### src/rtl/instr_sequencer.sv
// rtl/instr_sequencer.sv - fetch/decode/exec/commit sequencer driving the ALU opcode and program counter
module instr_sequencer #(
    parameter int A  = 10,
    parameter int IW = 9,
    parameter int CW = 16
) (
    input  logic          clk,
    input  logic          rst_n,
    input  logic          start,
    input  logic [IW-1:0] instr,
    input  logic          branch_flag,
    output logic [A-1:0]  instr_addr,
    output logic [3:0]    alu_op,
    output logic [4:0]    field,
    output logic          reg_wr_en,
    output logic          busy,
    output logic          done,
    output logic [CW-1:0] instr_count
);

    // Opcode map: 0..8 write the register file, 9..11 are branches, 12..15 are no-ops.
    localparam logic [3:0] OP_ADD = 4'd0;
    localparam logic [3:0] OP_SUB = 4'd1;
    localparam logic [3:0] OP_AND = 4'd2;
    localparam logic [3:0] OP_OR  = 4'd3;
    localparam logic [3:0] OP_XOR = 4'd4;
    localparam logic [3:0] OP_NOT = 4'd5;
    localparam logic [3:0] OP_SHL = 4'd6;
    localparam logic [3:0] OP_SHR = 4'd7;
    localparam logic [3:0] OP_MOV = 4'd8;
    localparam logic [3:0] OP_BGE = 4'd9;
    localparam logic [3:0] OP_BNE = 4'd10;
    localparam logic [3:0] OP_BEQ = 4'd11;

    localparam logic [IW-1:0] HALT_WORD = {IW{1'b1}};

    typedef enum logic [2:0] {
        S_IDLE   = 3'd0,
        S_FETCH  = 3'd1,
        S_DECODE = 3'd2,
        S_EXEC   = 3'd3,
        S_COMMIT = 3'd4,
        S_HALTED = 3'd5
    } state_t;

    state_t        state, state_d;
    logic [A-1:0]  pc_q;
    logic [3:0]    opcode_q;
    logic [4:0]    field_q;
    logic          taken_q;
    logic [CW-1:0] count_q;

    logic          is_branch;
    logic          writes_reg;
    logic          launch;
    logic [A-1:0]  offset;

    assign is_branch  = (opcode_q == OP_BGE) || (opcode_q == OP_BNE) || (opcode_q == OP_BEQ);
    assign writes_reg = (opcode_q <= OP_MOV);
    assign launch     = start && ((state == S_IDLE) || (state == S_HALTED));
    assign offset     = {{(A-5){field_q[4]}}, field_q};

    assign instr_addr  = pc_q;
    assign field       = field_q;
    assign instr_count = count_q;

    // State register; reset aborts any instruction in flight.
    always_ff @(posedge clk or negedge rst_n) begin
        if (!rst_n) begin
            state <= S_IDLE;
        end else begin
            state <= state_d;
        end
    end

    // Next-state selection and per-state output decode.
    always_comb begin
        state_d   = state;
        busy      = 1'b0;
        done      = 1'b0;
        alu_op    = 4'd0;
        reg_wr_en = 1'b0;
        case (state)
            S_IDLE: begin
                if (start) state_d = S_FETCH;
            end
            S_FETCH: begin
                busy    = 1'b1;
                state_d = S_DECODE;
            end
            S_DECODE: begin
                busy    = 1'b1;
                state_d = (instr == HALT_WORD) ? S_HALTED : S_EXEC;
            end
            S_EXEC: begin
                busy    = 1'b1;
                alu_op  = opcode_q;
                state_d = S_COMMIT;
            end
            S_COMMIT: begin
                busy      = 1'b1;
                alu_op    = opcode_q;
                reg_wr_en = writes_reg;
                state_d   = S_FETCH;
            end
            S_HALTED: begin
                done = 1'b1;
                if (start) state_d = S_FETCH;
            end
            default: begin
                state_d = S_IDLE;
            end
        endcase
    end

    // Program counter, instruction latch, branch decision and retired count.
    always_ff @(posedge clk or negedge rst_n) begin
        if (!rst_n) begin
            pc_q     <= '0;
            opcode_q <= '0;
            field_q  <= '0;
            taken_q  <= 1'b0;
            count_q  <= '0;
        end else begin
            if (launch) begin
                pc_q    <= '0;
                count_q <= '0;
            end
            if (state == S_DECODE) begin
                opcode_q <= instr[IW-1:IW-4];
                field_q  <= instr[4:0];
            end
            if (state == S_EXEC) begin
                taken_q <= branch_flag && is_branch;
            end
            if (state == S_COMMIT) begin
                pc_q <= taken_q ? (pc_q + offset) : (pc_q + A'(1));
                if (count_q != {CW{1'b1}}) begin
                    count_q <= count_q + CW'(1);
                end
            end
        end
    end

endmodule
### config.mk
export PLATFORM = sky130hd
export DESIGN_NAME = instr_sequencer
export DESIGN_NICKNAME = d
export VERILOG_FILES = /design/src/rtl/instr_sequencer.sv
export SDC_FILE = /design/constraint.sdc
export NUM_CORES = 1
export LEC_CHECK = 0
export ABC_CLOCK_PERIOD_IN_PS = 2500
export BUFFER_PORTS_ARGS = -buffer_cell sky130_fd_sc_hd__buf_2
export CAP_MARGIN = 0
export CORE_ASPECT_RATIO = 0.5
export CORE_UTILIZATION = 35
export DETAILED_ROUTE_END_ITERATION = 7
export GPL_TIMING_DRIVEN = 0
export PLACE_DENSITY_LB_ADDON = 0.25
export SLEW_MARGIN = 20
export SYNTH_ARGS = -nofsm -noshare
export SYNTH_HDL_FRONTEND = slang
export SYNTH_SLANG_ARGS = --single-unit
### constraint.sdc
create_clock -name clk -period 2.5 [get_ports clk]
set_input_delay 0.25 -clock clk [delete_from_list [all_inputs] [get_ports clk]]
set_output_delay 0.25 -clock clk [all_outputs]
set_load 0.01 [all_outputs]
## After elaboration in Yosys (flattened, before gate mapping)

Cells that the tools add are included.

| storage, ports and cells | value |
|---|---|
| register bits after elaboration | 39 |
| bits of input ports | 13 |
| output and inout port bits | 38 |
| logic and storage cells | 44 |

| cells by class | value |
|---|---|
| add/subtract/negate cells | 3 |
| $lt $le $gt $ge | 1 |
| equality and inequality tests | 11 |
| muxes and demuxes | 13 |
| reductions and logical operators | 10 |

Operators with widths:

| kind | number |
|---|---|
| two-way mux 16 bit | 3 |
| two-way mux 10 bit | 3 |
| adder 16 x 1 -> 16 bit, second input constant | 1 |
| != test 16 bit, second input constant | 1 |
| case mux 3 bit (5 select lines) | 1 |
| equality test 4 bit, second input constant | 3 |
| adder 10 x 1 -> 10 bit, second input constant | 1 |
| adder 10 bit | 1 |
| equality test 9 bit, second input constant | 1 |
| equality test 3 x 2 -> 1 bit, second input constant | 2 |
| equality test 3 bit, second input constant | 2 |
| two-way mux 3 bit | 2 |
| less-or-equal comparator 4 bit, second input constant | 1 |
| two-way mux 4 bit | 1 |
| OR reduction 2 bit | 2 |
| OR reduction 4 bit | 1 |
| equality test 3 x 1 -> 1 bit, second input constant | 1 |
| zero test 3 bit | 1 |
| logical OR 1 bit | 3 |
| two-way mux 1 bit | 3 |
| logical AND 1 bit | 2 |
| != test 2 x 1 -> 1 bit, second input constant | 1 |
| nonzero test 2 bit | 1 |

## Depth between registers and ports, before layout

| depth | value |
|---|---|
| depth in word-level cells | 6 |
| depth in mapped cells | 9 |
| gate-level depth less buffers | 9 |

## Worst setup path before layout

No wires, ideal clock.

| timing path | value |
|---|---|
| kind | register to register |
| from | register field_q[4], in the netlist field[4] |
| to | register pc_q[9], in the netlist instr_addr[9] |
| library setup time | 69 ps |
| arrival time | 2115 ps |
| required time | 2431 ps |
| slack | 316 ps |
| stages on the path, launching flop included | 9 |
| buffers on the path | 0 |
| period minus slack after synthesis | 2184 ps |
| cell sequence | dfrtp_1 -> nand2_1 -> inv_1 -> ha_1 -> a21oi_1 -> o21ai_0 -> a31o_2 -> a2111o_1 -> nand3_1 |

| on the way | value |
|---|---|
| longest elaborated chain between the ends | 3 |

Ends and longest elaborated chain:

| what | RTL line | text |
|---|---|---|
| start, declared | 49 | `logic [4:0] field_q;` |
| start signal, assigned | 131 | `field_q <= instr[4:0];` |
| adder 10 bit | 137 | `pc_q <= taken_q ? (pc_q + offset) : (pc_q + A'(1));` |
| two-way mux 10 bit | 137 |  |
| two-way mux 10 bit | 136 | `if (state == S_COMMIT) begin` |
| end signal, assigned | 137 |  |
| end, declared | 47 | `logic [A-1:0] pc_q;` |

Every way passes these cells.
A chain may end at the register's enable or synchronous reset.

## Worst setup path in the final report

| timing path | value |
|---|---|
| from | register taken_q |
| to | register pc_q[8], in the netlist instr_addr[8] |

| on the way | value |
|---|---|
| longest elaborated chain between the ends | 2 |

Ends and longest elaborated chain:

| what | RTL line | text |
|---|---|---|
| start, declared | 50 | `logic taken_q;` |
| start signal, assigned | 134 | `taken_q <= branch_flag && is_branch;` |
| two-way mux 10 bit | 137 |  |
| two-way mux 10 bit | 136 |  |

Every way passes these cells.

==> metrics.md <==
| Metric | Value |
|---|---|
| Outcome | `finished, final reports clean` |
| DR vias | `2150` |
| RR Endpoint | `instr_addr[8]$_DFFE_PN0P_` |
| Slew headroom | `between 30% and 40%` |
| Clock-pin slew on the worst setup and hold paths | `0.06 ns` |
| Met3 usage | `between 3 and 4%` |
| GR peak layer | `met2` |
| DIE HEIGHT | `60.51 microns` |
| Post-synth EDFFs | `0` |
| Synth Area per Inst | `about 9.6 sq um` |
| Leakage | `1.403 nW` |
| Synthesis warning total | `0` |
| Post-route setup slack | `0.1095 ns` |
| Setup violators final | `0` |
| Diodes inserted | `0` |
| Synth cell types | `just under 60` |
| First-pass iteration count of the detailed router | `4` |
| Drt initial violations | `112` |
| Maximum fanout along the worst path | `6` |
| Post-synth ARST share | `100.0%` |
| Met1 Use GR | `23.31%` |
| CP peak stage delay | `~0.45 ns` |
| Max cap viols | `0` |
| Worst Tran Pin Value | `0.9005 ns` |
| Worst VDD drop | `approximately 470 uV` |
| Worst setup SP type | `flop` |
| R2R depth | `9` |
| Die area | `7201 sq um` |
| Hold_buf cts | `0` |
| Ys flop type | `dfrtp_1` |
| Row Count | `20` |
| Vias in the first global route | `2042` |
| CP top delay family | `simple AND/OR/NAND/NOR gates` |
| Achievable Freq | `0.4183 GHz` |
| Drt drc | `0` |
| Buf/Inv on CP | `1` |
| Pre-CTS setup slack | `-0.01547 ns` |
| Seq/Total Area, Yosys | `around two fifths` |
| Gr usage total | `17.39%` |
| Clock root buffer | `clkbuf_16` |
| Setup CP Type | `reg2reg` |
| Clk Latency, worst-skew pair | `0.28 ns` |
| PwrDens | `1004 nW/um^2` |
| I/O Pins | `51` |
| First-pass GRT wire length | `around 10000 microns` |
| Worst EP required | `2.68 ns` |
| CTS max path bufs | `2` |
| Clock sink count | `39` |
| Initial core utilization | `about 38%` |
| Total congestion overflow | `0` |
| Initial antenna violation count | `0` |
| Worst Setup End Kind | `flop` |
| Layout net count | `~330` |
| Crit-path slowest cell | `dfrtp_2` |
| Hold crit path type | `in2async` |
| CP arrival | `between 2 and 3 ns` |
| Mapped Cells | `about 250` |
| DP HPWL | `4321 microns` |
| CP cell instances | `nand2b_1 > ha_2 > inv_1 > fa_1 > nand2b_2 > a2111oi_4 > nor3_1 > and3b_1 > o31ai_1` |
| Hold Vio Cnt, Final | `0` |
| Max-slew violation count | `0` |
| Gpl congestion | `0.8044` |
| Reg-to-reg startpoint | `taken_q$_DFFE_PN0N_` |
| Final ANT Viol Nets | `0` |
| Share of post-route cells with drive strength above 1 | `between 30% and 40%` |
| Avg WL per Cell | `15.06 microns` |
| Area growth syn-to-layout | `23.92%` |
| DP Area | `2756 sq um` |
| CTS tree | `built` |
| Number of port buffers | `50` |
| H-tree levels | `2` |
| Tmin final | `2.391 ns` |
| Number of CTS-inserted buffers | `5` |
| Routed vias/inst | `between 5 and 6` |
| Final Cycle Share | `between 90% and 100%` |
| Final WL | `just under 6000 microns` |
| Largest net degree at the start of global routing | `40` |
| Core ar. | `6331 sq um` |
| Clock Skew | `0.007382 ns` |
| Post-synthesis cell area | `~2400 sq um` |
| Flop2flop setup slack | `0.11 ns` |
| Die width | `119.0 microns` |
| Post-synthesis register bit count | `39` |
| Met2 usage | `a little under 30%` |
| Synthesized net count | `270` |
| Final Cell Area | `roughly 3000 sq um` |
==> synth_stat cells (2+ instances only) <==
cell	n	area share [%]
o21ai_0	13	2.7
xnor2_1	2	0.73
or3_1	4	1.0
nor4_1	3	0.78
nor2_1	14	2.2
xor2_1	5	1.8
o211ai_1	5	1.6
nand4_1	8	2.1
ha_1	7	3.7
buf_6	2	0.94
o41ai_1	2	0.73
and2_1	7	1.8
nand3_1	18	3.8
buf_2	6	1.3
clkbuf_1	4	0.63
mux2_2	9	4.2
nor3b_1	2	0.63
a21oi_1	6	1.3
inv_1	12	1.9
o31ai_1	5	1.6
mux2i_1	7	2.9
dfrtp_1	39	41
o311ai_0	3	1.1
nand2b_1	2	0.52
a31oi_1	4	1.0
nand2_1	27	4.2
==> metal layers <==
layer / share of wire [%] / vias up
met5: 0 / -
met4: 0.59 / 0
met3: 3.3 / 5
met2: 47 / 40
met1: 50 / 1065
li1: - / 1040
==> layout make-up <==
| type | count | area [sq um] |
|---|---|---|
| inverters | 12 | 45.04 |
| fillers | 603 | 3362 |
| clock inverters | 3 | 43.79 |
| repair buffers | 51 | 257.7 |
| plain buffers | 12 | 67.56 |
| clock buffers | 5 | 125.1 |
| multi-input cells | 186 | 1343 |
| flip-flops and latches | 39 | 977.2 |
| well taps | 88 | 110.1 |
==> cells in the final DEF, fill, tap and decap left out, types with 2 or more instances in the layout <==
cell type / netlist / final
nor3b_1: 2 / 2
nor2_1: 14 / 14
and2_1: 7 / 7
o311ai_0: 3 / 3
buf_6: 2 / 2
xor2_1: 5 / 5
o31ai_1: 5 / 5
nand2_4: 1 / 2
nand2_1: 27 / 26
clkbuf_16: 0 / 5
o41ai_1: 2 / 2
mux2_2: 9 / 9
mux2i_1: 7 / 7
or3_1: 4 / 4
xnor2_1: 2 / 2
a31oi_1: 4 / 4
nor4_1: 3 / 3
o211ai_1: 5 / 5
o21ai_0: 13 / 13
nand4_1: 8 / 8
clkbuf_1: 4 / 4
ha_1: 7 / 6
inv_1: 12 / 12
nand3_1: 18 / 18
buf_2: 6 / 56
dfrtp_1: 39 / 38
a21oi_1: 6 / 5
==> worst max path at each step <==
stage,end,startpoint,slack [ns],cells after the start
after floorplan,instr_addr[9]$_DFFE_PN0P_,field[4]$_DFFE_PN0P_,0.32,8
after global placement,instr_addr[8]$_DFFE_PN0P_,taken_q$_DFFE_PN0N_,-0.0005,8
after detailed placement,instr_addr[9]$_DFFE_PN0P_,taken_q$_DFFE_PN0N_,-0.02,8
after CTS,instr_addr[8]$_DFFE_PN0P_,taken_q$_DFFE_PN0N_,0.02,9
after global routing,instr_addr[8]$_DFFE_PN0P_,taken_q$_DFFE_PN0N_,-0.003,9
final,instr_addr[8]$_DFFE_PN0P_,taken_q$_DFFE_PN0N_,0.11,9
==> registers in the layout, indices dropped and copies added, names as in the netlist <==
register	count
field	5
state	3
taken_q	1
opcode_q	4
instr_count	16
instr_addr	10
==> report_power, final <==
group          leakage [nW]  total [W]  internal (W)  switching [W]
combinational         0.805    0.00127      0.000528       0.000739
clock                0.0838   0.000729      0.000471       0.000259
sequential            0.514   0.000985      0.000812       0.000173
==> repair_timing <==
| item | 4_1_cts | 5_1_grt |
|---|---|---|
| pin swaps | 0 | 1 |
| setup endpoints to repair | 2 | 4 |
| setup buffers | 0 | 1 |
| resized for setup | 1 | 8 |
==> cells by family after synthesis <==
| kind of cell | Yosys count | synth area share [%] |
|---|---|---|
| AO/OA/AOI/OAI | 59 | 18.49 |
| buffers and inverters | 24 | 4.699 |
| AND/OR/NAND/NOR | 96 | 21.88 |
| XOR/XNOR | 7 | 2.559 |
| adder cells (fa/ha/maj) | 8 | 4.491 |
| flip-flops | 39 | 40.73 |
| multiplexers | 16 | 7.154 |
==> metrics by stage <==
stage	TNS, ns	power [W]	util (%)	hold WS, ns	cells
2_1_floorplan	0	0.001815	-	-0.04559	249
3_3_place_gp	-0.0004665	0.002188	43.54	0.4259	387
3_5_place_dp	-0.01547	0.002238	43.54	0.4412	387
4_1_cts	0	0.002981	46.25	0.1346	395
5_1_grt	-0.003406	0.003200	46.90	0.1848	396
6_report	0	0.002982	46.90	0.09413	396
No activity file was read; power rests on OpenSTA's default activity.
